**src/rtl/imem_loader.sv**
```systemverilog
// Instruction-memory loader: assembles a big-endian byte stream into 32-bit
// words and writes up to 16 of them from address 0 while holding the CPU off.
module imem_loader (
  input  logic        clk,
  input  logic        rst_n,
  input  logic        start,
  input  logic [4:0]  word_count,
  input  logic        abort,
  input  logic        in_valid,
  input  logic [7:0]  in_data,
  output logic        in_ready,
  output logic        wr_en,
  output logic [5:0]  wr_addr,
  output logic [31:0] wr_data,
  output logic        busy,
  output logic        done
);

  typedef enum logic [1:0] {
    IDLE  = 2'd0,
    LOAD  = 2'd1,
    WRITE = 2'd2,
    DONE  = 2'd3
  } state_e;

  state_e      state_q, state_d;
  logic [4:0]  count_q, count_d;
  logic [3:0]  index_q, index_d;
  logic [1:0]  byte_cnt_q, byte_cnt_d;
  // Only the first three bytes need storage; the fourth goes straight to wr_data.
  logic [23:0] asm_q, asm_d;
  logic [5:0]  wr_addr_q, wr_addr_d;
  logic [31:0] wr_data_q, wr_data_d;

  logic       byte_take_s;
  logic       last_word_s;
  logic [4:0] eff_count_s;

  assign eff_count_s = ((word_count == 5'd0) || (word_count > 5'd16)) ? 5'd16 : word_count;
  assign last_word_s = ({1'b0, index_q} == (count_q - 5'd1));
  assign byte_take_s = (state_q == LOAD) && in_valid && !abort;

  always_ff @(posedge clk or negedge rst_n) begin
    if (!rst_n) begin
      state_q <= IDLE;
    end else begin
      state_q <= state_d;
    end
  end

  always_comb begin
    state_d = state_q;
    case (state_q)
      IDLE: begin
        if (start && !abort) begin
          state_d = LOAD;
        end else begin
          state_d = IDLE;
        end
      end
      LOAD: begin
        if (abort) begin
          state_d = IDLE;
        end else if (byte_take_s && (byte_cnt_q == 2'd3)) begin
          state_d = WRITE;
        end else begin
          state_d = LOAD;
        end
      end
      WRITE: begin
        if (abort) begin
          state_d = IDLE;
        end else if (last_word_s) begin
          state_d = DONE;
        end else begin
          state_d = LOAD;
        end
      end
      DONE:    state_d = IDLE;
      default: state_d = IDLE;
    endcase
  end

  always_comb begin
    in_ready = 1'b0;
    wr_en    = 1'b0;
    busy     = 1'b0;
    done     = 1'b0;
    case (state_q)
      IDLE: begin
        busy = 1'b0;
      end
      LOAD: begin
        in_ready = 1'b1;
        busy     = 1'b1;
      end
      WRITE: begin
        wr_en = 1'b1;
        busy  = 1'b1;
      end
      DONE: begin
        done = 1'b1;
        busy = 1'b1;
      end
      default: begin
        busy = 1'b0;
      end
    endcase
  end

  // Word address/data are captured with the 4th byte so they are valid
  // throughout WRITE and keep the last written values afterwards.
  always_comb begin
    count_d    = count_q;
    index_d    = index_q;
    byte_cnt_d = byte_cnt_q;
    asm_d      = asm_q;
    wr_addr_d  = wr_addr_q;
    wr_data_d  = wr_data_q;
    case (state_q)
      IDLE: begin
        if (start && !abort) begin
          count_d    = eff_count_s;
          index_d    = 4'd0;
          byte_cnt_d = 2'd0;
          asm_d      = 24'd0;
        end else begin
          count_d = count_q;
        end
      end
      LOAD: begin
        if (abort) begin
          byte_cnt_d = 2'd0;
          asm_d      = 24'd0;
        end else if (byte_take_s) begin
          asm_d      = {asm_q[15:0], in_data};
          byte_cnt_d = byte_cnt_q + 2'd1;
          if (byte_cnt_q == 2'd3) begin
            wr_addr_d = {index_q, 2'b00};
            wr_data_d = {asm_q, in_data};
          end else begin
            wr_addr_d = wr_addr_q;
          end
        end else begin
          asm_d = asm_q;
        end
      end
      WRITE: begin
        if (!abort && !last_word_s) begin
          index_d    = index_q + 4'd1;
          byte_cnt_d = 2'd0;
          asm_d      = 24'd0;
        end else begin
          index_d = index_q;
        end
      end
      DONE:    index_d = index_q;
      default: index_d = index_q;
    endcase
  end

  always_ff @(posedge clk or negedge rst_n) begin
    if (!rst_n) begin
      count_q    <= 5'd0;
      index_q    <= 4'd0;
      byte_cnt_q <= 2'd0;
      asm_q      <= 24'd0;
      wr_addr_q  <= 6'd0;
      wr_data_q  <= 32'd0;
    end else begin
      count_q    <= count_d;
      index_q    <= index_d;
      byte_cnt_q <= byte_cnt_d;
      asm_q      <= asm_d;
      wr_addr_q  <= wr_addr_d;
      wr_data_q  <= wr_data_d;
    end
  end

  assign wr_addr = wr_addr_q;
  assign wr_data = wr_data_q;

endmodule
```
**config.mk**
```make
export PLATFORM = sky130hd
export DESIGN_NAME = imem_loader
export DESIGN_NICKNAME = d
export VERILOG_FILES = /design/src/rtl/imem_loader.sv
export SDC_FILE = /design/constraint.sdc
export NUM_CORES = 1
export LEC_CHECK = 0
export BUFFER_PORTS_ARGS = -buffer_cell sky130_fd_sc_hd__buf_2
export CORE_MARGIN = 10
export CORE_UTILIZATION = 57
export CTS_BUF_LIST = sky130_fd_sc_hd__clkbuf_2
export CTS_CLUSTER_SIZE = 14
export DETAILED_ROUTE_END_ITERATION = 7
export GPL_ROUTABILITY_DRIVEN = 0
export GPL_TIMING_DRIVEN = 0
export PLACE_DENSITY = 0.79
export SKIP_LAST_GASP = 1
export SLEW_MARGIN = 10
export SYNTH_ARGS = -nofsm -noshare
export SYNTH_HDL_FRONTEND = slang
export SYNTH_SLANG_ARGS = --single-unit
```
**constraint.sdc**
```tcl
create_clock -name clk -period 2.5 [get_ports clk]
set_input_delay 0.5 -clock clk [delete_from_list [all_inputs] [get_ports clk]]
set_output_delay 0.5 -clock clk [all_outputs]
set_load 0.02 [all_outputs]
```
==> out/qor.txt <==
Multi-input gate area: 1110 um^2
largest net degree at the start of global routing: 61
mux contribution to synthesized area: 14.6%
Post-Route WL: 5.93 mm
Design Power: 2.19 mW
FMAX: 485 MHz
CTS Buf Count: 9
XOR/XNOR Fraction of Synth Area: 1.43%
Die Ht: 93.3 um
1st-pass router iterations: 5
Sink Count: 73
PD cells: 606 nW/um^2
synthesized area: 3060 um^2
mean area per synthesized cell: 14.1 um^2
register area share after synthesis: 59.6%
static leakage: 1.98 nW
Yosys cell types: 39
min Tclk post-route: 2.06 ns
clk buf depth: 2
final period utilization: 82.5%
post-DR vias/cell: 5.33
non-filler instance count after layout: 363
number of synthesized flops with an enable pin: 0
Net count, final: 311
first-pass GRT wire length: 9.89 mm
Synth area leader: dfrtp_1
DR vias: 1935
IR drop worst, VDD: 0.456 mV
Final setup viols: 0
Req. time, crit path: 2.92 ns
CP arrival: 2.48 ns
Root Buffer: clkbuf_2
CTS clk-pin slew, worst paths: 0.18 ns
FF+latch count, synth: 73
initial antenna violation count: 0
Synth Area in Adders: 1.63%
Compound-Gate Fraction of Synth Area: 11.3%
routed len/inst: 16.3 um
Synth async-reset ratio: 100%
final count of hold timing violations: 0
Die ar.: 8710 um^2
clk_lat worst skew: 0.48 ns
fillers: 383
DIE WIDTH: 93.3 um
Initial Utilization: 59.2%
register area: 1830 um^2
max_slew headroom: 66.3%
ANT cells: 0
RSZ-0062 raised after global routing: no
Critical Path Start Type: flop
remaining global-route overflow: 0
hold crit path type: input pin to flop
Ports: 60
Worst-Margin Slew: 0.506 ns
Post-Synthesis Cells: 218
number of nets with antenna violations after routing: 0
CTS tree: built
Core Region: 5170 um^2
Most used DFF post-synth: dfrtp_1
all-layer global routing usage: 14.3%
vias in the first global route: 2042
IO Port Bufs: 57
Worst setup EP type: flop
Cell Rows: 26
initial drt markers: 52
skew final: 0.0151 ns
worst hold slack: 0.228 ns
Inst Count DP: 347
Final TNS setup: 0 ns
max cap viols: 0
main combinational cell family by area after synthesis: multiplexers
fraction of layout cells with a size suffix above 1: 42.3%
DPL Wire Length: 4.45 mm
status: complete, no violations
Post-CTS Resized: 0
area grow syn2layout: 17.9%
Area contributors post-synth: dfrtp_1 60%, mux2_2 12%, a22o_1 7.1%
# DRC: 0
CP max FO: 10
fin util: 69.8%
Yosys Warn Count: 0
share of the synthesized area in the top cell type: 59.6%
H-tree depth: 3
Final Max Tran Viols: 0
Setup CP Type: flop to flop
Simple-Gate Fraction of Synth Area: 6.99%
==> timing repair <==
item | in CTS | in global routing
setup endpoints to repair | 0 | 0
hold buffers | 1 | 0
endpoints found under the hold margin | 13 | 0
buffers inserted | 0 | 0
==> through the flow <==
stage | setup WS (ns) | area [um^2]
final | 0.438 | 3610
after global routing | 0.214 | 3610
after CTS | 0.413 | 3610
after detailed placement | 0.466 | 3470
after global placement | 0.506 | 3440
after floorplan | 0.671 | 3070
==> cell usage in the layout (no fill, tap or decap), types with 2 or more instances in the layout <==
cell type and count:
dfrtp_1 73, xor2_1 3, mux2i_1 3, a22o_1 25
buf_6 7, inv_1 5, ha_1 4, buf_2 56
conb_1 2, buf_4 4, o21ai_0 2, nand2b_1 5
clkbuf_1 3, o21ai_1 5, bufinv_16 2, xnor2_1 2
nand3_1 2, nor3_1 2, mux2_1 5, nor2_1 6
mux2_2 32, nand2_1 10, clkbuf_2 10, or2_2 2
==> final cells by class <==
class	instances	area share, %
flip-flops and latches	73	50.6
multi-input cells	128	30.7
repair buffers	59	9.01
plain buffers	13	3.12
well taps	70	2.43
clock inverters	5	2.25
clock buffers	10	1.39
inverters	5	0.520
==> flip-flops by register name (all words and copies together) (netlist names) <==
| name | cells |
|---|---|
| wr_data | 32 |
| asm_q | 24 |
| count_q | 5 |
| index_q | 4 |
| wr_addr | 4 |
| byte_cnt_q | 2 |
| state_q | 2 |
==> final timing paths <==
path | from | endpoint | slack (ns) | cells after the start
max | count_q[0] | asm_q[8] | 0.44 | 8
max in group asynchronous | rst_n | wr_data[5] | 1.58 | 3
min | abort | state_q[0] | 0.23 | 2
max reg2reg | count_q[0] | asm_q[8] | 0.44 | 8
min in group asynchronous | rst_n | state_q[0] | 0.39 | 2
min reg2reg | wr_data[24] | wr_data[24] | 0.51 | 1
==> critical path, cell delays in order (launching register included) <==
cell and delay (ns):
dfrtp_1 0.45, inv_1 0.07, ha_1 0.21, nor4bb_1 0.28, a22o_2 0.22, o2111ai_4 0.15
o21ai_4 0.30, buf_6 0.19, a22o_1 0.13
==> power by group <==
group	internal (mW)	switching, mW	leakage [nW]
clock network	0.330	0.399	0.0780
logic	0.0905	0.119	0.894
registers	1.22	0.0338	1.01
total	1.64	0.552	1.98
==> routing by layer <==
layer | wire length, um | vias up | global-route usage (%)
li1 | - | 930 | -
met1 | 2680 | 962 | 17.2
met2 | 2820 | 39 | 22.1
met3 | 360 | 4 | 4.96
met4 | 65 | 0 | 7.71
met5 | 0 | - | 0
==> synth_stat cells, types with 2 or more instances <==
cell	number
dfrtp_1	73
mux2_2	32
a22o_1	25
nand2_1	10
buf_6	7
nor2_1	6
inv_1	5
mux2_1	5
nand2b_1	5
o21ai_1	5
ha_1	4
buf_4	3
clkbuf_1	3
mux2i_1	3
xor2_1	3
nand3_1	2
nor3_1	2
o21ai_0	2
or2_2	2
xnor2_1	2
==> cells by family after synthesis <==
| family | count (synthesis) |
|---|---|
| AO/OA/AOI/OAI | 40 |
| XOR/XNOR | 5 |
| adder cells (fa/ha/maj) | 4 |
| buffers and inverters | 18 |
| flip-flops | 73 |
| multiplexers | 40 |
| other | 1 |
| AND/OR/NAND/NOR | 37 |
(Power assumes the default switching activity.)
